**src/rtl/mem_arb_pkg.sv**
```systemverilog
// Shared types and default sizing for the two-port memory arbiter.
package mem_arb_pkg;

  localparam int AW_DEF       = 10;
  localparam int DW_DEF       = 32;
  localparam int LOCK_MAX_DEF = 16;

  typedef enum logic {
    ARB    = 1'b0,
    LOCKED = 1'b1
  } arb_state_e;

  typedef enum logic {
    PORT_A = 1'b0,
    PORT_B = 1'b1
  } port_e;

  // Counter width able to hold 0..n-1, never narrower than one bit.
  function automatic int cnt_width(input int n);
    return (n > 1) ? $clog2(n) : 1;
  endfunction

endpackage

```
**src/rtl/mem_arbiter_lock_timer.sv**
```systemverilog
// Lock-duration counter for port B: counts cycles spent in LOCKED,
// flags the terminal count, and holds off re-locking after a forced break
// until lock_b has been seen low.
module lock_timer
  import mem_arb_pkg::*;
#(
  parameter int LOCK_MAX = LOCK_MAX_DEF
) (
  input  logic i_clk,
  input  logic i_rst,
  input  logic i_load,
  input  logic i_run,
  input  logic i_lock,
  output logic o_tc,
  output logic o_rearm_block,
  output logic o_timeout
);

  localparam int            CW     = cnt_width(LOCK_MAX);
  localparam logic [CW-1:0] TC_VAL = CW'(LOCK_MAX - 1);

  logic [CW-1:0] r_cnt;
  logic          r_block;
  logic          r_timeout;
  logic          w_tc;
  logic          w_break;

  assign w_tc    = i_run && (r_cnt == TC_VAL);
  assign w_break = w_tc && i_lock;

  // Lock counter: cleared on lock entry, advances every LOCKED cycle.
  always_ff @(posedge i_clk) begin
    if (i_rst) begin
      r_cnt <= '0;
    end else if (i_load) begin
      r_cnt <= '0;
    end else if (i_run) begin
      r_cnt <= r_cnt + CW'(1);
    end
  end

  // Rearm flag: set by a forced break, cleared once lock_b drops.
  always_ff @(posedge i_clk) begin
    if (i_rst) begin
      r_block <= 1'b0;
    end else if (w_break) begin
      r_block <= 1'b1;
    end else if (!i_lock) begin
      r_block <= 1'b0;
    end
  end

  // Timeout pulse: high for the single cycle following a forced break.
  always_ff @(posedge i_clk) begin
    if (i_rst) begin
      r_timeout <= 1'b0;
    end else begin
      r_timeout <= w_break;
    end
  end

  assign o_tc          = w_tc;
  assign o_rearm_block = r_block;
  assign o_timeout     = r_timeout;

endmodule

```
**src/rtl/mem_arbiter.sv**
```systemverilog
// Two-port arbiter in front of a single-port RAM with 1-cycle read latency.
// Round-robin between A and B, with an optional time-limited exclusive lock
// for port B. Grants are combinational so a single requester can issue
// every cycle.
module mem_arbiter
  import mem_arb_pkg::*;
#(
  parameter int AW       = AW_DEF,
  parameter int DW       = DW_DEF,
  parameter int LOCK_MAX = LOCK_MAX_DEF
) (
  input  logic          CLK,
  input  logic          RST,
  input  logic          req_a,
  input  logic          we_a,
  input  logic [AW-1:0] addr_a,
  input  logic [DW-1:0] wdata_a,
  output logic          gnt_a,
  output logic          rvalid_a,
  output logic [DW-1:0] rdata_a,
  input  logic          req_b,
  input  logic          we_b,
  input  logic [AW-1:0] addr_b,
  input  logic [DW-1:0] wdata_b,
  output logic          gnt_b,
  output logic          rvalid_b,
  output logic [DW-1:0] rdata_b,
  input  logic          lock_b,
  output logic          mem_en,
  output logic          mem_we,
  output logic [AW-1:0] mem_addr,
  output logic [DW-1:0] mem_wdata,
  input  logic [DW-1:0] mem_rdata,
  output logic          lock_timeout
);

  arb_state_e r_state;
  arb_state_e w_state_nxt;
  port_e      r_last;
  port_e      w_last_nxt;

  logic w_gnt_a;
  logic w_gnt_b;
  logic w_lock_enter;
  logic w_tc;
  logic w_rearm_block;
  logic w_timeout_q;
  logic r_rvalid_a_p1;
  logic r_rvalid_b_p1;

  // A B grant in ARB with lock_b set takes the lock unless a forced break
  // is still waiting for lock_b to drop.
  assign w_lock_enter = (r_state == ARB) && w_gnt_b && lock_b && !w_rearm_block;

  lock_timer #(
    .LOCK_MAX(LOCK_MAX)
  ) u_lock_timer (
    .i_clk        (CLK),
    .i_rst        (RST),
    .i_load       (w_lock_enter),
    .i_run        (r_state == LOCKED),
    .i_lock       (lock_b),
    .o_tc         (w_tc),
    .o_rearm_block(w_rearm_block),
    .o_timeout    (w_timeout_q)
  );

  // State and priority pointer registers; pointer resets to B so A wins first.
  always_ff @(posedge CLK) begin
    if (RST) begin
      r_state <= ARB;
      r_last  <= PORT_B;
    end else begin
      r_state <= w_state_nxt;
      r_last  <= w_last_nxt;
    end
  end

  // Next state and pointer: pointer follows grants, and any LOCKED cycle
  // leaves it at B so A has priority once the lock ends.
  always_comb begin
    w_state_nxt = r_state;
    w_last_nxt  = r_last;
    case (r_state)
      ARB: begin
        if (w_gnt_a) begin
          w_last_nxt = PORT_A;
        end else if (w_gnt_b) begin
          w_last_nxt = PORT_B;
        end
        if (w_lock_enter) begin
          w_state_nxt = LOCKED;
        end
      end
      LOCKED: begin
        w_last_nxt = PORT_B;
        if (!lock_b || w_tc) begin
          w_state_nxt = ARB;
        end
      end
      default: begin
        w_state_nxt = ARB;
        w_last_nxt  = PORT_B;
      end
    endcase
  end

  // Grant decode: round-robin in ARB, B only in LOCKED, nothing during reset.
  always_comb begin
    w_gnt_a = 1'b0;
    w_gnt_b = 1'b0;
    if (!RST) begin
      case (r_state)
        ARB: begin
          if (req_a && req_b) begin
            w_gnt_a = (r_last == PORT_B);
            w_gnt_b = (r_last == PORT_A);
          end else begin
            w_gnt_a = req_a;
            w_gnt_b = req_b;
          end
        end
        LOCKED: begin
          w_gnt_b = req_b;
        end
        default: begin
          w_gnt_a = 1'b0;
          w_gnt_b = 1'b0;
        end
      endcase
    end
  end

  // RAM command mux: pass the granted port through, idle bus is all zero.
  always_comb begin
    mem_en    = w_gnt_a || w_gnt_b;
    mem_we    = 1'b0;
    mem_addr  = '0;
    mem_wdata = '0;
    if (w_gnt_a) begin
      mem_we    = we_a;
      mem_addr  = addr_a;
      mem_wdata = wdata_a;
    end else if (w_gnt_b) begin
      mem_we    = we_b;
      mem_addr  = addr_b;
      mem_wdata = wdata_b;
    end
  end

  // Read-return stage: a read grant becomes rvalid one cycle later,
  // aligned with the RAM's registered output.
  always_ff @(posedge CLK) begin
    if (RST) begin
      r_rvalid_a_p1 <= 1'b0;
      r_rvalid_b_p1 <= 1'b0;
    end else begin
      r_rvalid_a_p1 <= w_gnt_a && !we_a;
      r_rvalid_b_p1 <= w_gnt_b && !we_b;
    end
  end

  // Registered status is masked by RST so a read granted just before reset
  // cannot show up while reset is held.
  assign gnt_a        = w_gnt_a;
  assign gnt_b        = w_gnt_b;
  assign rvalid_a     = r_rvalid_a_p1 && !RST;
  assign rvalid_b     = r_rvalid_b_p1 && !RST;
  assign rdata_a      = rvalid_a ? mem_rdata : '0;
  assign rdata_b      = rvalid_b ? mem_rdata : '0;
  assign lock_timeout = w_timeout_q && !RST;

endmodule

```
**config.mk**
```make
export PLATFORM = sky130hd
export DESIGN_NAME = mem_arbiter
export DESIGN_NICKNAME = d
export VERILOG_FILES = /design/src/rtl/mem_arb_pkg.sv /design/src/rtl/mem_arbiter_lock_timer.sv /design/src/rtl/mem_arbiter.sv
export SDC_FILE = /design/constraint.sdc
export NUM_CORES = 1
export LEC_CHECK = 0
export ABC_AREA = 1
export BUFFER_PORTS_ARGS = -buffer_cell sky130_fd_sc_hd__buf_4
export CAP_MARGIN = 30
export CORE_AREA = 2 2 90 92
export DETAILED_ROUTE_END_ITERATION = 16
export DIE_AREA = 0 0 92 94
export GPL_TIMING_DRIVEN = 1
export PLACE_DENSITY = 0.58
export SYNTH_ARGS = -nofsm -noshare
export SYNTH_HDL_FRONTEND = slang
export SYNTH_HIERARCHICAL = 1
export SYNTH_SLANG_ARGS = --single-unit
```
**constraint.sdc**
```tcl
create_clock -name CLK -period 2.2 [get_ports CLK]
set_input_delay 0.55 -clock CLK [delete_from_list [all_inputs] [get_ports CLK]]
set_output_delay 0.55 -clock CLK [all_outputs]
set_load 0.02 [all_outputs]
```
Word-level counts from Yosys, hierarchy flattened
Cells that the tools add are included.

Multiplexer cells: 22. Bitwise operators: 2. $add $sub $neg: 1. Reduce and logical (&&, ||, !) cells: 19. Equality and inequality tests: 3.

Operators with widths (number): $mux W32 (4); $mux W10 (2); $mux W1 (13); $logic_and A1 B1 Y1 (11); $pmux W1 S2 (3); $logic_not A1 Y1 (5); $add A4 B1 Y4 const B (1); $eq A4 B4 Y1 const B (1); $ne A3 B3 Y1 const B (1); $logic_or A1 B1 Y1 (2); $ne A2 B1 Y1 const B (1); $not A1 Y1 (2); $reduce_or A2 Y1 (1).

Register bits: 10. Bits of input ports: 123. Logic and storage cells: 54. Output and inout bits: 113.

Depth between registers and ports, before layout
Gate-level depths: netlist (run 1).

Depth after elaboration: 9. Gate-level depth with buffers: 8. Gate-level depth less buffers: 8.

Modules after synthesis
Netlist (run 1), hierarchy kept.

By module, submodules not included: mem_arbiter (times used 1, area an instance 1159.9 um^2, seq. area each 80.1 um^2, cells each 274); lock_timer (times used 1, area an instance 252.7 um^2, seq. area each 120.1 um^2, cells each 34).

Worst setup path before layout (run 1)
OpenSTA, ideal clock, no wires.

Kind: input -> output. Start: in RST. End: out mem_addr[0]. Required time: 1650 ps. Setup slack: 371 ps. Path buffers: 1. Data arrival time: 1279 ps. Stages on the path: 6. Cells stage by stage: nor2_2 > nand3_2 > clkinv_2 > buf_4 > nand2_1 > nand2_1.

Elaborated cells on any way between the ends: 4. Classes of those cells: mux (4).

RTL lines: start, declared (RTL line mem_arbiter.sv:13) `input logic RST,`; $mux W1 (RTL line mem_arbiter.sv:112) `if (!RST) begin`; net gnt_a (RTL line mem_arbiter.sv:18) `output logic gnt_a,`; $mux W10 (RTL line mem_arbiter.sv:140) `if (w_gnt_a) begin`; end, declared (RTL line mem_arbiter.sv:31) `output logic [AW-1:0] mem_addr,`.

The timed path passes the listed nets, and every way through them passes these cells.

Worst setup path in the final report (run 1)
Start: in RST. End: out mem_wdata[14].

Cells in the longest elaborated chain, start to end: 3. Elaborated cells on any way between the ends: 4. Classes of those cells: mux (4).

Ends and longest elaborated chain: $mux W1 (RTL line mem_arbiter.sv:112); $mux W32 (RTL line mem_arbiter.sv:144) `end else if (w_gnt_b) begin`; $mux W32 (*) (RTL line mem_arbiter.sv:140); end, declared (RTL line mem_arbiter.sv:32) `output logic [DW-1:0] mem_wdata,`.

Mark *: on every way between the ends. The rest lies on a longest branch, timed or not.

==> reports/results.tsv, run 1 <==
metric	value	unit
status	finished clean	
die width	92	um
Worst Path Max Fanout	24	
area delta synth->final	139	%
Vias	2563	
cell depth of the worst flop-to-flop path	8	
static leakage	2.19	nW
WS Path Type	input pin to output port	
Reg-to-Reg Start	r_state$_SDFF_PP0_	
Core Region	7610	um^2
first-pass GRT wire length	10200	um
Placed Area	3320	um^2
grt peak-use layer	met2	
io pins	236	
clk buf depth	2	
Design Area, Final	3380	um^2
Post-Layout Cell Count	643	
Crit. Startpoint	RST	
final hold vios	0	
post-CTS sizing	0	
gr ovfl total	0	
met2 Use GR	28.7	%
Tot Pwr	0.978	mW
CTS Buf Count	3	
hold path start	u_lock_timer/o_rearm_block$_SDFFE_PP0P_	
placed insts	639	
vias in the first global route	2295	
clock skew	0.00301	ns
cts hold-fix bufs	0	
Synth Cell Area	1410	um^2
# rows	32	
Antenna Diode Count	0	
Netlist cell types	18	
P per Cell Area	289	nW/um^2
All-Layer GR Usage	14.4	%
postcts setup bufs	0	
CP cell instances	buf_4 > nor2_2 > nand3_2 > clkinv_2 > buf_12 > nand2_1 > nand2_1 > buf_4	
initial antenna violation count	0	
Final GP Congestion	0.708	
clock root buffer master	clkbuf_8	
Hold Path Class	flop to flop	
DRT Pass-1 Iters	4	
max incr delay on CP	0.16	ns
final worst slack	0.148	ns
Clock Sink Count	10	
Routed wire per std cell	10.8	um
most common cell after layout, fill and taps aside	buf_4	
Buf+Inv Stages, Crit Path	4	
Worst-Margin Slew	0.327	ns
Initial DRC Count	42	
hpwl dp	6000	um
Critical Path Slowest Stage Cell	buf_12	
Crit path required time	1.65	ns
Seq cells post-synth	10	
Critical Path Start Type	input pin	
hold path cells	2	
Finish-stage setup viols	0	
Vias/cell	3.99	
register area share after synthesis	14.2	%
Setup TNS	0	ns
pre-CTS setup slack	0.127	ns
clock transition at the registers of the reported paths	0.05	ns
Nets	666	
largest net degree at the start of global routing	34	
Die H	94	um
fin crit share	93.3	%
final period demand of the worst path	2.05	ns
Port Buf Inserts	235	
Max Transition Viols Final	0	
post-synthesis net count	432	
Arrival @ worst endpoint	1.50	ns
Util after Layout	44.4	%
most frequent cells in the layout	buf_4 (239), nand2_1 (141), nor2_1 (79)	
Setup crit end kind	output port	
peak supply drop	0.123	mV
final wirelength	6940	um
DRC	0	
Clk Latency, worst-skew pair	0.24	ns
FMAX	487	MHz
layout cells sized above 1	47.5	%
# H-tree levels	1	
grt met1 use	14.4	%
yosys warns	6	
Starting Density	18.6	%
Final ANT Viol Nets	0	
Slew HR	78.2	%
met3 Usage GRT	4.01	%
RSZ-0062 raised after global routing	no	
Worst path depth	8	
cell count after synthesis	308	
CTS tree	done	
full die area	8650	um^2
Maximum Capacitance Violations	0	
cell family with most CP delay	buffers and inverters	
syn_area_per_cell	4.59	um^2
hold_ws	0.460	ns
synthesized netlist by cell type, drive strengths merged:
cell type | n | share of area (%)
nand2 | 144 | 39
nor2 | 81 | 22
inv | 47 | 12
buf | 14 | 6.4
dfxtp | 10 | 14
a21oi | 3 | 1.3
nand3 | 2 | 1.4
nand3b | 2 | 1.1
o21ai | 2 | 0.71
clkinv | 1 | 0.35
ha | 1 | 0.89
o211ai | 1 | 0.53
path summary, 6_finish.rpt:
check | end | slack (ns)
setup / recovery | mem_wdata[14] | 0.15
hold / removal | u_lock_timer/o_rearm_block$_SDFFE_PP0P_ | 0.46
setup reg to reg | u_lock_timer/r_cnt[2]$_SDFFE_PP0P_ | 1.01
hold reg to reg | u_lock_timer/o_rearm_block$_SDFFE_PP0P_ | 0.46
logic make-up (layout without fill, tap and decap cells):
| family | Yosys count | count (layout) | synth area share (%) |
|---|---|---|---|
| flops | 10 | 10 | 14.2 |
| simple gates | 229 | 229 | 63.2 |
| compound gates | 6 | 6 | 2.57 |
| buf+inv | 62 | 295 | 19.2 |
| fa+ha+maj | 1 | 1 | 0.886 |
tightest hold or removal path, cell delays in order (launching register included):
cell,delay [ns]
dfxtp_1,0.30
inv_1,0.06
a21oi_2,0.05
where the power goes:
group          internal [mW]  switching [mW]  total [mW]
logic                  0.286           0.266       0.553
clock network          0.158          0.0777       0.235
registers              0.187         0.00315       0.190
total                  0.631           0.347       0.978
area by class of cell:
cell class / count / area (um^2)
well taps: 102 / 128
repair buffers: 243 / 1870
inverters: 48 / 181
clock buffers: 4 / 55.1
flip-flops and latches: 10 / 200
fillers: 836 / 4230
multi-input cells: 236 / 941
state kept, by name, summed over array words and instances (netlist names):
name	flops
r_last	1
r_rvalid_a_p1	1
r_rvalid_b_p1	1
r_state	1
u_lock_timer/o_rearm_block	1
u_lock_timer/o_timeout	1
u_lock_timer/r_cnt	4
layer usage:
metal / share of wire [%] / vias up / wire (um)
met1: 35 / 1074 / 2390
met2: 53 / 143 / 3670
li1: - / 1339 / -
met5: 0 / - / 0
met3: 11 / 7 / 786
met4: 1.2 / 0 / 82
Note: power is estimated with default switching activity, not from simulation.
==> run 2: changes to the inputs <==
Settings changed: PLACE_DENSITY 0.58 to unset, PLACE_DENSITY_LB_ADDON set to 0.08.
==> reports/results.tsv, run 2 (synthesis results as in run 1) <==
metric	value	unit	change
status	finished clean		unchanged
hold_ws	0.471	ns	was 0.460 ns
Worst Path Max Fanout	22		was 24
Vias	2548		was 2563
post-CTS sizing	0		unchanged
final period demand of the worst path	2.08	ns	was 2.05 ns
Tot Pwr	0.968	mW	was 0.978 mW
final hold vios	0		unchanged
Worst-Margin Slew	0.344	ns	was 0.327 ns
pre-CTS setup slack	0.0829	ns	was 0.127 ns
Max Transition Viols Final	0		unchanged
Port Buf Inserts	235		unchanged
Antenna Diode Count	0		unchanged
switching portion of total power	35.3	%	was 35.5%
clock skew	0.000798	ns	was 0.00301 ns
Maximum Capacitance Violations	0		unchanged
RSZ-0062 raised after global routing	no		unchanged
Final GP Congestion	0.791		was 0.708
Setup TNS	0	ns	unchanged
Vias/cell	3.98		was 3.99
cts hold-fix bufs	0		unchanged
static leakage	2.18	nW	was 2.19 nW
Arrival @ worst endpoint	1.53	ns	was 1.50 ns
most common cell after layout, fill and taps aside	buf_4		unchanged
FMAX	480	MHz	was 487 MHz
Reg with most FFs	u_lock_timer/r_cnt		unchanged
Routed wire per std cell	11.8	um	was 10.8 um
Largest register FFs	4		unchanged
All-Layer GR Usage	15.0	%	was 14.4%
Clk Latency, worst-skew pair	0.23	ns	was 0.24 ns
clock root buffer master	clkbuf_8		unchanged
Initial DRC Count	27		was 42
P per Cell Area	289	nW/um^2	about the same
NetSw	0.342	mW	was 0.347 mW
Placed Area	3280	um^2	was 3320 um^2
initial antenna violation count	0		unchanged
Util after Layout	44.1	%	was 44.4%
area occupied by multi-input gates	941	um^2	unchanged
gr ovfl total	0		unchanged
WS Path Type	input pin to output port		unchanged
peak supply drop	0.329	mV	was 0.123 mV
full die area	8650	um^2	unchanged
# H-tree levels	1		unchanged
final worst slack	0.115	ns	was 0.148 ns
# rows	32		unchanged
Finish-stage setup viols	0		unchanged
CTS Buf Count	3		unchanged
DRT Pass-1 Iters	4		unchanged
hpwl dp	6070	um	was 6000 um
fill count	836		unchanged
clock power share	23.5	%	was 24.1%
Critical Path Start Type	input pin		unchanged
vias in the first global route	2256		was 2295
first-pass GRT wire length	10700	um	was 10200 um
Core Region	7610	um^2	unchanged
area delta synth->final	138	%	was 139%
Final ANT Viol Nets	0		unchanged
Setup crit end kind	output port		unchanged
die width	92	um	unchanged
combinational share of power	56.9	%	was 56.5%
internal power	0.627	mW	was 0.631 mW
postcts setup bufs	0		unchanged
Slew HR	77.0	%	was 78.2%
clk buf depth	2		unchanged
clock transition at the registers of the reported paths	0.05	ns	about the same
Die H	94	um	unchanged
io pins	236		unchanged
final wirelength	7560	um	was 6940 um
Crit path required time	1.65	ns	about the same
placed insts	636		was 639
most frequent cells in the layout	buf_4 (238), nand2_1 (141), nor2_1 (79)		was buf_4 (239), nand2_1 (141), nor2_1 (79)
Nets	664		was 666
Clock Sink Count	10		unchanged
Starting Density	18.6	%	unchanged
layout cells sized above 1	47.3	%	was 47.5%
CTS tree	done		unchanged
Storage cell area	200	um^2	unchanged
largest net degree at the start of global routing	45		was 34
Post-Layout Cell Count	641		was 643
DRC	0		unchanged
Design Area, Final	3360	um^2	was 3380 um^2
Seq pwr share	19.6	%	was 19.4%
fin crit share	94.8	%	was 93.3%
Hold Path Class	flop to flop		unchanged
-- run 2: cell count changes in the layout (fill, tap and decap cells not counted), sizes merged --
| cell | previous run | this run |
|---|---|---|
| buf | 243 | 240 |
| clkbuf | 4 | 5 |
-- run 2: final timing paths --
path                                              to                                    start  slack [ns]  depth (start not counted)
max reg2reg       u_lock_timer/r_cnt[2]$_SDFFE_PP0P_                       r_state$_SDFF_PP0_        0.99                          8
min          u_lock_timer/o_rearm_block$_SDFFE_PP0P_  u_lock_timer/o_rearm_block$_SDFFE_PP0P_        0.47                          2
min reg2reg  u_lock_timer/o_rearm_block$_SDFFE_PP0P_  u_lock_timer/o_rearm_block$_SDFFE_PP0P_        0.47                          2
max                                      mem_addr[8]                                      RST        0.12                          8
-- run 2: critical path, stage by stage --
cell       delay (ns)
buf_4            0.13
nor2_2           0.16
nand3_2          0.12
clkinv_2         0.10
clkbuf_16        0.20
nand2_1          0.06
nand2_1          0.07
buf_4            0.13
-- run 2: final cells by class --
type / count / area share (%)
Timing Repair Buffer: 241 / 55.2
Tap cell: 102 / 3.80
Inverter: 48 / 5.40
Clock buffer: 4 / 1.64
Sequential cell: 10 / 5.96
Multi-Input combinational cell: 236 / 28.0
-- run 2: power by group through the flow --
stage	Combinational, mW	Sequential [mW]	Clock (mW)
floorplan	0.232	0.193	0
global placement	0.543	0.193	0
detailed placement	0.547	0.193	0
CTS	0.549	0.190	0.235
global route	0.599	0.190	0.245
finish	0.551	0.190	0.228
-- run 2: layer usage --
metal,share of wire (%),routed length (um),vias up,GRT usage [%]
met5,0,0,-,0
met4,1.0,76,0,2.99
met3,7.5,571,6,2.65
met2,53,4020,118,29.5
met1,38,2890,1087,16.7
li1,-,-,1337,-
